===== src/rtl/id_ex_stage.sv =====
// ---------------------------------------------------------------------------
// id_ex_stage
//
// Pipeline register between instruction decode and execute, plus the EX-side
// operand forwarding network for a 5-stage RISC-V style core.
//
// The stage latches the decoded instruction. It then builds the two ALU
// operands combinationally. Each operand comes from the latched register-file
// value, or from a younger result still in flight in MEM or WB.
//
// Parameters
//   FWD_EN        1: MEM/WB forwarding and WB bypass enabled; 0: latched only
//
// Ports
//   clk, reset    rising-edge clock, synchronous active-high reset
//   Stall, Flush  pipeline control (see update priority below)
//   ID_*          decoded instruction from the ID stage
//   MEM_*         MEM-stage write-back candidate (forwarding source)
//   WB_*          WB-stage write-back candidate (forwarding / bypass source)
//   Src_A, Src_B  ALU operands
//   ALUControl, ArithmLog                  registered ALU controls
//   EX_Valid, EX_RegWrite, EX_Rd, EX_PC    registered instruction state
//   EX_WriteData  forwarded rs2 value (store data)
//   ForwardA/B    operand source: 00 latched, 01 WB, 10 MEM
// ---------------------------------------------------------------------------
module id_ex_stage #(
    parameter int unsigned FWD_EN = 1
) (
    input  logic        clk,
    input  logic        reset,
    input  logic        Stall,
    input  logic        Flush,
    input  logic        ID_Valid,
    input  logic [31:0] ID_RD1,
    input  logic [31:0] ID_RD2,
    input  logic [31:0] ID_Imm,
    input  logic [31:0] ID_PC,
    input  logic [4:0]  ID_Rs1,
    input  logic [4:0]  ID_Rs2,
    input  logic [4:0]  ID_Rd,
    input  logic [3:0]  ID_ALUControl,
    input  logic        ID_ArithmLog,
    input  logic [1:0]  ID_ALUSrcA,
    input  logic        ID_ALUSrcB,
    input  logic        ID_RegWrite,
    input  logic        MEM_RegWrite,
    input  logic [4:0]  MEM_Rd,
    input  logic [31:0] MEM_ALUResult,
    input  logic        WB_RegWrite,
    input  logic [4:0]  WB_Rd,
    input  logic [31:0] WB_Result,
    output logic [31:0] Src_A,
    output logic [31:0] Src_B,
    output logic [3:0]  ALUControl,
    output logic        ArithmLog,
    output logic        EX_Valid,
    output logic        EX_RegWrite,
    output logic [4:0]  EX_Rd,
    output logic [31:0] EX_PC,
    output logic [31:0] EX_WriteData,
    output logic [1:0]  ForwardA,
    output logic [1:0]  ForwardB
);

    localparam logic FWD_ON = (FWD_EN != 0);

    // Pipeline control: there is no valid/ready handshake here. The hazard
    // unit drives Stall and Flush. On each edge the stage does exactly one of
    // these, in priority order: reset, flush (insert a bubble), stall (hold,
    // but keep absorbing WB results), load (capture ID).

    // EX-stage registers
    logic        valid_q,       valid_d;
    logic        reg_write_q,   reg_write_d;
    logic [4:0]  rd_q,          rd_d;
    logic [4:0]  rs1_q,         rs1_d;
    logic [4:0]  rs2_q,         rs2_d;
    logic [31:0] pc_q,          pc_d;
    logic [31:0] rd1_q,         rd1_d;
    logic [31:0] rd2_q,         rd2_d;
    logic [31:0] imm_q,         imm_d;
    logic [3:0]  alu_control_q, alu_control_d;
    logic        arithm_log_q,  arithm_log_d;
    logic [1:0]  alu_src_a_q,   alu_src_a_d;
    logic        alu_src_b_q,   alu_src_b_d;

    // A write-back source "hits" a register index when it really writes,
    // targets a non-x0 register and matches the index. x0 never hits, so
    // reading x0 always returns the register file's zero.
    logic wb_hit_id_rs1, wb_hit_id_rs2;
    logic wb_hit_rs1,    wb_hit_rs2;
    logic mem_hit_rs1,   mem_hit_rs2;

    always_comb begin
        wb_hit_id_rs1 = FWD_ON && WB_RegWrite && (WB_Rd != 5'd0) && (WB_Rd == ID_Rs1);
        wb_hit_id_rs2 = FWD_ON && WB_RegWrite && (WB_Rd != 5'd0) && (WB_Rd == ID_Rs2);
        wb_hit_rs1    = FWD_ON && WB_RegWrite && (WB_Rd != 5'd0) && (WB_Rd == rs1_q);
        wb_hit_rs2    = FWD_ON && WB_RegWrite && (WB_Rd != 5'd0) && (WB_Rd == rs2_q);
        mem_hit_rs1   = FWD_ON && MEM_RegWrite && (MEM_Rd != 5'd0) && (MEM_Rd == rs1_q);
        mem_hit_rs2   = FWD_ON && MEM_RegWrite && (MEM_Rd != 5'd0) && (MEM_Rd == rs2_q);
    end

    // Next-state selection
    always_comb begin
        valid_d       = valid_q;
        reg_write_d   = reg_write_q;
        rd_d          = rd_q;
        rs1_d         = rs1_q;
        rs2_d         = rs2_q;
        pc_d          = pc_q;
        rd1_d         = rd1_q;
        rd2_d         = rd2_q;
        imm_d         = imm_q;
        alu_control_d = alu_control_q;
        arithm_log_d  = arithm_log_q;
        alu_src_a_d   = alu_src_a_q;
        alu_src_b_d   = alu_src_b_q;

        if (reset) begin
            valid_d       = 1'b0;
            reg_write_d   = 1'b0;
            rd_d          = 5'd0;
            rs1_d         = 5'd0;
            rs2_d         = 5'd0;
            pc_d          = 32'd0;
            rd1_d         = 32'd0;
            rd2_d         = 32'd0;
            imm_d         = 32'd0;
            alu_control_d = 4'd0;
            arithm_log_d  = 1'b0;
            alu_src_a_d   = 2'd0;
            alu_src_b_d   = 1'b0;
        end else if (Flush) begin
            // Bubble: only the fields that can cause side effects are
            // cleared; the datapath registers keep whatever they held.
            valid_d       = 1'b0;
            reg_write_d   = 1'b0;
            alu_control_d = 4'd0;
            arithm_log_d  = 1'b0;
        end else if (Stall) begin
            // A result retiring from WB during a stall would otherwise be
            // gone by the time the stall releases, so absorb it now.
            if (wb_hit_rs1) rd1_d = WB_Result;
            if (wb_hit_rs2) rd2_d = WB_Result;
        end else begin
            // The register file is written at the end of WB, so a same-cycle
            // read in ID still sees the old value; bypass it here.
            valid_d       = ID_Valid;
            reg_write_d   = ID_RegWrite && ID_Valid;
            rd_d          = ID_Rd;
            rs1_d         = ID_Rs1;
            rs2_d         = ID_Rs2;
            pc_d          = ID_PC;
            rd1_d         = wb_hit_id_rs1 ? WB_Result : ID_RD1;
            rd2_d         = wb_hit_id_rs2 ? WB_Result : ID_RD2;
            imm_d         = ID_Imm;
            alu_control_d = ID_ALUControl;
            arithm_log_d  = ID_ArithmLog;
            alu_src_a_d   = ID_ALUSrcA;
            alu_src_b_d   = ID_ALUSrcB;
        end
    end

    always_ff @(posedge clk) begin
        valid_q       <= valid_d;
        reg_write_q   <= reg_write_d;
        rd_q          <= rd_d;
        rs1_q         <= rs1_d;
        rs2_q         <= rs2_d;
        pc_q          <= pc_d;
        rd1_q         <= rd1_d;
        rd2_q         <= rd2_d;
        imm_q         <= imm_d;
        alu_control_q <= alu_control_d;
        arithm_log_q  <= arithm_log_d;
        alu_src_a_q   <= alu_src_a_d;
        alu_src_b_q   <= alu_src_b_d;
    end

    // Forwarding network: MEM is the younger producer and wins over WB.
    logic [31:0] fwd_rs1, fwd_rs2;

    always_comb begin
        if (mem_hit_rs1) begin
            ForwardA = 2'b10;
            fwd_rs1  = MEM_ALUResult;
        end else if (wb_hit_rs1) begin
            ForwardA = 2'b01;
            fwd_rs1  = WB_Result;
        end else begin
            ForwardA = 2'b00;
            fwd_rs1  = rd1_q;
        end

        if (mem_hit_rs2) begin
            ForwardB = 2'b10;
            fwd_rs2  = MEM_ALUResult;
        end else if (wb_hit_rs2) begin
            ForwardB = 2'b01;
            fwd_rs2  = WB_Result;
        end else begin
            ForwardB = 2'b00;
            fwd_rs2  = rd2_q;
        end
    end

    // Operand selection
    always_comb begin
        case (alu_src_a_q)
            2'b00:   Src_A = fwd_rs1;
            2'b01:   Src_A = pc_q;
            default: Src_A = 32'd0;   // LUI-style: zero base
        endcase
        Src_B = alu_src_b_q ? imm_q : fwd_rs2;
    end

    assign EX_WriteData = fwd_rs2;
    assign ALUControl   = alu_control_q;
    assign ArithmLog    = arithm_log_q;
    assign EX_Valid     = valid_q;
    assign EX_RegWrite  = reg_write_q;
    assign EX_Rd        = rd_q;
    assign EX_PC        = pc_q;

endmodule


===== config.mk =====
export PLATFORM = sky130hd
export DESIGN_NAME = id_ex_stage
export DESIGN_NICKNAME = d
export VERILOG_FILES = /design/src/rtl/id_ex_stage.sv
export SDC_FILE = /design/constraint.sdc
export NUM_CORES = 1
export LEC_CHECK = 0
export CAP_MARGIN = 10
export CORE_MARGIN = 8
export CORE_UTILIZATION = 43
export DETAILED_ROUTE_END_ITERATION = 10
export DONT_BUFFER_PORTS = 1
export PLACE_DENSITY_LB_ADDON = 0.3
export SLEW_MARGIN = 20
export SYNTH_ARGS = -nofsm -noshare
export SYNTH_HDL_FRONTEND = slang
export SYNTH_SLANG_ARGS = --single-unit
export TNS_END_PERCENT = 30

===== constraint.sdc =====
create_clock -name clk -period 3.4 [get_ports clk]
set_input_delay 0.34 -clock clk [delete_from_list [all_inputs] [get_ports clk]]
set_output_delay 0.34 -clock clk [all_outputs]
set_load 0.05 [all_outputs]

==> results by group, run 1 <==
Flow run
  – Max-Cap Viols: 0

GRT
  – Total gr overflow: 0
  – Initial antenna violation count: 0
  – GR peak layer: met2
  – Global-route met1 utilization: 0.333
  – GRT Total Usage: 0.281
  – Met2 Track Usage GR: 0.467
  – Met3 GRT Util: 0.0939
  – Vias in the first global route: 8,667
  – First-pass GRT wire length: 53,400 um
  – Largest net degree at the start of global routing: 97

Routing
  – Post-Route WL: 36,800 um
  – Drt via density: 6.41
  – Routed wire length per instance: 26.3 um
  – TritonRoute pass-1 iters: 5
  – DRC viols: 0
  – Vias: 8,965
  – Routed Antenna Nets: 0
  – Iteration-0 DRC Markers: 787

Timing
  – Final count of negative-setup-slack endpoints: 0
  – RSZ-0062 raised after global routing: false
  – Fmax: 0.312 GHz
  – Post-route clock period utilization: 0.942
  – Slew margin rel.: 0.266
  – Setup WS post-layout: 0.198 ns
  – Final hold viol count: 0
  – Least-Margin Pin Slew: 1.10 ns
  – Final min period: 3.20 ns
  – Total negative slack: 0 ns
  – Hold slack final: 0.0414 ns
  – Final Max Tran Viols: 0
  – Layout Skew: 0.0112 ns

Pwr
  – Pwr dens: 499 nW/um2
  – Final Power: 5.04 mW
  – Worst IR Drop VDD: 312 uV
  – Leak pwr: 3.77 nW

Yosys
  – XOR/XNOR share of the synthesized area: 0.0304
  – Sequential-to-total area share from yosys stat: 0.354
  – Main flop type after synthesis: dfxtp_1
  – Synthesized area: 8650 um2
  – Top cells by count, synth: nand2_1 (263), dfxtp_1 (153), a21oi_1 (85), a31oi_1 (62), a221o_1 (61)
  – Share of the synthesized area in the top cell type: 0.354
  – Top cell type by total area after synthesis: dfxtp_1
  – Cell variety after synth: 46
  – Synth Area in Simple Gates: 0.184
  – Yosys reg bits: 153
  – Largest family of logic cells by synthesized area: compound AO/OA/AOI/OAI gates
  – Post-synth EDFFs: 0
  – Most common cell in the netlist: nand2_1
  – Syn Nets: 1,315
  – Avg Synthesized Cell Area: 8.00 um2
  – Post-Synthesis Cells: 1,082
  – Post-Synth Adder-Cell Area: 0
  – Async SR Flop Fraction: 0
  – Synth Warn #: 0
  – Post-synthesis mux area share: 0.0451
  – Compound-cell area share of the yosys netlist: 0.319
  – Area contributors post-synth: dfxtp_1 (35%), nand2_1 (11%), a221o_1 (7.1%), a21oi_1 (4.9%), mux2i_1 (4.5%)

Clocking
  – Clock Path Buffers: 2
  – Htree depth: 4
  – CTS Buf Count: 17
  – CTS tree: built
  – Clock Tree Root: clkbuf_16
  – Clock sink count: 153
  – Clk_lat worst skew: 0.42 ns
  – Clock transition at the registers of the reported paths: 0.07 ns

Die
  – Initial core utilization: 0.433
  – I/O pin count: 377
  – Die Y: 158 um
  – Rows: 52
  – Die Area: 24,900 um2
  – Total core area: 20,000 um2
  – Die Width: 158 um

Cells and area
  – Fillers: 1,966
  – Non-filler cells, final: 1,399
  – Layout cells sized above 1: 0.155
  – Fin nets: 1,348
  – Register Area: 3060 um2
  – P&R area growth vs syn: 16.8%
  – Multi-input gate area: 5100 um2

Hold path
  – Type of the most critical hold path: input port to register

Placement
  – DP Worst Slack: 0.621 ns
  – Dpl hpwl: 25,700 um
  – Port Buf Inserts: 0
  – Placer Congestion: 0.862
  – Placed instance count: 1,362

Setup path
  – Worst-path maximum fanout: 22
  – Slowest stage delay, CP: 0.73 ns
  – Worst Setup End Kind: output pin
  – Critical Path AT: 2.86 ns
  – Slowest CP cell: and3_2
  – WS Path Type: register to output pin
  – Crit path cell chain: xor2_1 -> nor3_1 -> and3_2 -> buf_4 -> nand2_1 -> a31oi_1 -> buf_4
  – Most frequent CP cell: buf_4
  – Crit start category: register
  – WP data required: 3.06 ns

Status
  – Status: complete, no violations
sequential cells by signal, summed over array words and instances (netlist names):
name         flops
imm_q           32
EX_RegWrite      1
alu_src_b_q      1
ArithmLog        1
ALUControl       4
EX_PC           32
rd2_q           32
EX_Rd            5
EX_Valid         1
alu_src_a_q      2
rs2_q            5
rd1_q           32
rs1_q            5
layout by cell type (no fill, tap or decap), drive strengths merged, types with 33 or more instances in the layout:
| cell type | n |
|---|---|
| nor2 | 48 |
| mux2i | 39 |
| buf | 116 |
| nand2 | 263 |
| a31oi | 62 |
| dfxtp | 153 |
| a21oi | 86 |
| a221o | 61 |
| a22oi | 33 |
| o21ai | 35 |
where the power goes:
| group | switching, mW | total (mW) | internal, mW | leakage [nW] |
|---|---|---|---|---|
| clock | 0.886 | 2.00 | 1.12 | 0.293 |
| combinational | 0.696 | 1.01 | 0.311 | 2.23 |
| sequential | 0.148 | 2.03 | 1.88 | 1.25 |
worst paths after layout:
kind                            startpoint               to  slack (ns)  cells after the start
worst min register to register   imm_q[19]        imm_q[19]        0.45                      2
worst min-delay path             ID_PC[30]        EX_PC[30]        0.04                      2
worst max register to register    rs2_q[4]         rd2_q[0]        0.82                      5
worst max-delay path              rs2_q[4]  EX_WriteData[3]        0.20                      7
final cells by class:
cell class	instances	share of cell area
clock buffers	17	0.0421
diodes	1	0.000248
clock inverters	15	0.0176
well taps	270	0.0334
inverters	5	0.00186
flip-flops and latches	153	0.303
repair buffers	117	0.0969
multi-input cells	821	0.505
critical path, delay by kind of cell, from the launching register on:
family	cells	cell delay (ns)
AO/OA/AOI/OAI	1	0.20
buffers and inverters	2	0.56
XOR/XNOR	1	0.16
flip-flops	1	0.34
AND/OR/NAND/NOR	3	1.17
metrics by stage:
stage                     instance area (um2)   util
after floorplan                          8650      -
after global placement                   9400  0.471
after detailed placement                 9400  0.471
after CTS                               10000  0.503
after global routing                    10100  0.506
final                                   10100  0.506
cell families after synthesis:
logic type	Yosys count
compound gates	378
xor+xnor	30
buf+inv	108
flops	153
mux	39
simple gates	374
repair_timing:
item / in CTS / in global routing
gates resized for setup: 0 / 0
hold buffers: 2 / 0
setup endpoints to repair: 0 / 0
buffers inserted: 0 / 0
hold endpoints to repair: 79 / 0
routing by layer:
| layer | wire length, um | up-vias |
|---|---|---|
| met5 | 0 | - |
| met4 | 956 | 0 |
| met3 | 4360 | 68 |
| met2 | 17400 | 558 |
| met1 | 14000 | 4298 |
| li1 | - | 4041 |
(Power assumes the default switching activity.)
==> run 2, diff against run 1 <==
CORE_AREA = 2 2 145 147   (was unset)
CORE_MARGIN = unset   (was 8)
CORE_UTILIZATION = unset   (was 43)
DIE_AREA = 0 0 147 149   (was unset)
DONT_BUFFER_PORTS = unset   (was 1)
==> run 2 against run 1 <==
The flow now finishes with violations (setup timing). Non-clock buffer count increased by 288. Wire length increased by 0.56%. Worst hold slack improved by 0.38 ns. Core utilization increased by 16 points. Critical path type is now input port to output pin. Critical path depth increased by 1. Total power increased by 9.6%. Largest power group is now clock.
==> results by group, run 2 (synthesis gave the netlist of run 1 again) <==
Timing
  – Least-Margin Pin Slew: 1.10 ns
  – Final count of negative-setup-slack endpoints: 1
  – Setup WS post-layout: -0.00181 ns
  – Final Max Tran Viols: 0
  – Final hold viol count: 0
  – Slew margin rel.: 0.266
  – Post-route clock period utilization: 1.00
  – RSZ-0062 raised after global routing: false
  – Fmax: 0.294 GHz
  – Total negative slack: -0.00181 ns
  – Final min period: 3.40 ns
  – Layout Skew: 0.0139 ns
  – Hold slack final: 0.418 ns

Routing
  – TritonRoute pass-1 iters: 5
  – DRC viols: 0
  – Iteration-0 DRC Markers: 801
  – Routed Antenna Nets: 0
  – Vias: 9,883
  – Routed wire length per instance: 21.9 um
  – Post-Route WL: 37,000 um
  – Drt via density: 5.84

Setup path
  – Critical Path AT: 3.06 ns
  – Worst Setup End Kind: output pin
  – Crit start category: input port
  – WS Path Type: input port to output pin
  – WP data required: 3.06 ns
  – Slowest CP cell: clkdlybuf4s50_1
  – Slowest stage delay, CP: 0.60 ns
  – Crit path cell chain: clkdlybuf4s50_1 -> xor2_1 -> nor3_1 -> and3_2 -> buf_4 -> mux2i_1 -> o21ai_1 -> buf_12
  – Worst-path maximum fanout: 9

Clocking
  – Clk_lat worst skew: 0.43 ns
  – Post-CTS Setup Bufs: 0
  – CTS tree: built
  – Hold Buf Count CTS: 0
  – CTS Buf Count: 17
  – Clock sink count: 153
  – Htree depth: 4
  – CTS resizes: 0
  – Clock Path Buffers: 2
  – Clock Tree Root: clkbuf_16
  – Clock transition at the registers of the reported paths: 0.06 ns

Placement
  – Port Buf Inserts: 376
  – Placed instance count: 1,658
  – Post-DP Area: 13,100 um2
  – Placer Congestion: 0.922
  – DP Worst Slack: 0.0982 ns
  – Dpl hpwl: 26,300 um

Die
  – I/O pin count: 377
  – Die Area: 21,900 um2
  – Initial core utilization: 0.421
  – Die Width: 147 um
  – Die Y: 149 um
  – Total core area: 20,600 um2
  – Rows: 53

Status
  – Failing checks: setup timing
  – Status: complete, but fails checks

Hold path
  – Type of the most critical hold path: input port to register

Flow run
  – Max-Cap Viols: 0

Cells and area
  – Fin nets: 1,636
  – Layout cells sized above 1: 0.131
  – Commonest non-fill, non-tap cell in the layout: clkdlybuf4s50_1
  – Most frequent cells in the layout: clkdlybuf4s50_1 (276), nand2_1 (263), dfxtp_1 (152), a21oi_1 (85), buf_12 (71)
  – Non-filler cells, final: 1,691
  – P&R area growth vs syn: 58.9%
  – Cell area after layout: 13,700 um2
  – Antenna Cells: 0
  – Final cell utilization of the core: 0.669

Pwr
  – Switching share of power: 0.330
  – Final Power: 5.52 mW
  – Clock power share: 0.352
  – Flop pwr share: 0.351
  – Sw Pwr: 1.82 mW
  – Int Power: 3.70 mW
  – Logic pwr share: 0.296
  – Pwr dens: 402 nW/um2
  – Leak pwr: 5.07 nW
  – Worst IR Drop VDD: 341 uV

GRT
  – Vias in the first global route: 9,851
  – Initial antenna violation count: 1
  – Largest net degree at the start of global routing: 60
  – GRT Total Usage: 0.330
  – First-pass GRT wire length: 56,100 um
  – Total gr overflow: 0
[run 2: cell count changes in the layout (fill, tap and decap cells not counted), moves of 4 or more]
cell,change
clkdlybuf4s50_1,+276
buf_12,+68
buf_4,-53
clkinv_4,+4
inv_6,-4
inv_8,-4
[run 2: critical path, delay by kind of cell]
family | cells | cell delay, ns
buffers and inverters | 3 | 1.07
muxes | 1 | 0.40
and+or+nand+nor | 2 | 0.83
xor gates and xnor gates | 1 | 0.23
AOI/OAI and AO/OA | 1 | 0.19
[run 2: path summary, 6_finish.rpt]
path             start  depth (start not counted)  slack, ns   endpoint
max           WB_Rd[4]                          8     -0.002   Src_A[4]
min reg2reg  imm_q[19]                          2       0.45  imm_q[19]
min              reset                          2       0.42   EX_Rd[3]
max reg2reg   rs2_q[1]                          5       1.13   rd2_q[7]
[run 2: power groups by stage]
stage | Clock [mW] | Combinational (mW) | Sequential, mW
finish | 1.95 | 1.64 | 1.94
detailed placement | 0 | 1.62 | 1.98
global placement | 0 | 1.61 | 1.98
global route | 2.04 | 1.71 | 1.95
CTS | 1.95 | 1.63 | 1.94
floorplan | 0 | 0.738 | 2.04
[run 2: layout make-up]
cell class / count / area, um2
repair buffers: 405 / 4640
flip-flops and latches: 153 / 3060
fillers: 1717 / 6810
clock inverters: 12 / 143
inverters: 5 / 18.8
multi-input cells: 821 / 5090
clock buffers: 20 / 447
well taps: 275 / 344
[run 2: metal layers]
layer  track usage  up-vias  part of all wire
met4         0.134        2             0.033
met3        0.0804       91             0.090
met5             0        -           0.00035
met2         0.553      517              0.47
met1         0.409     4668              0.40
li1              -     4605                 -
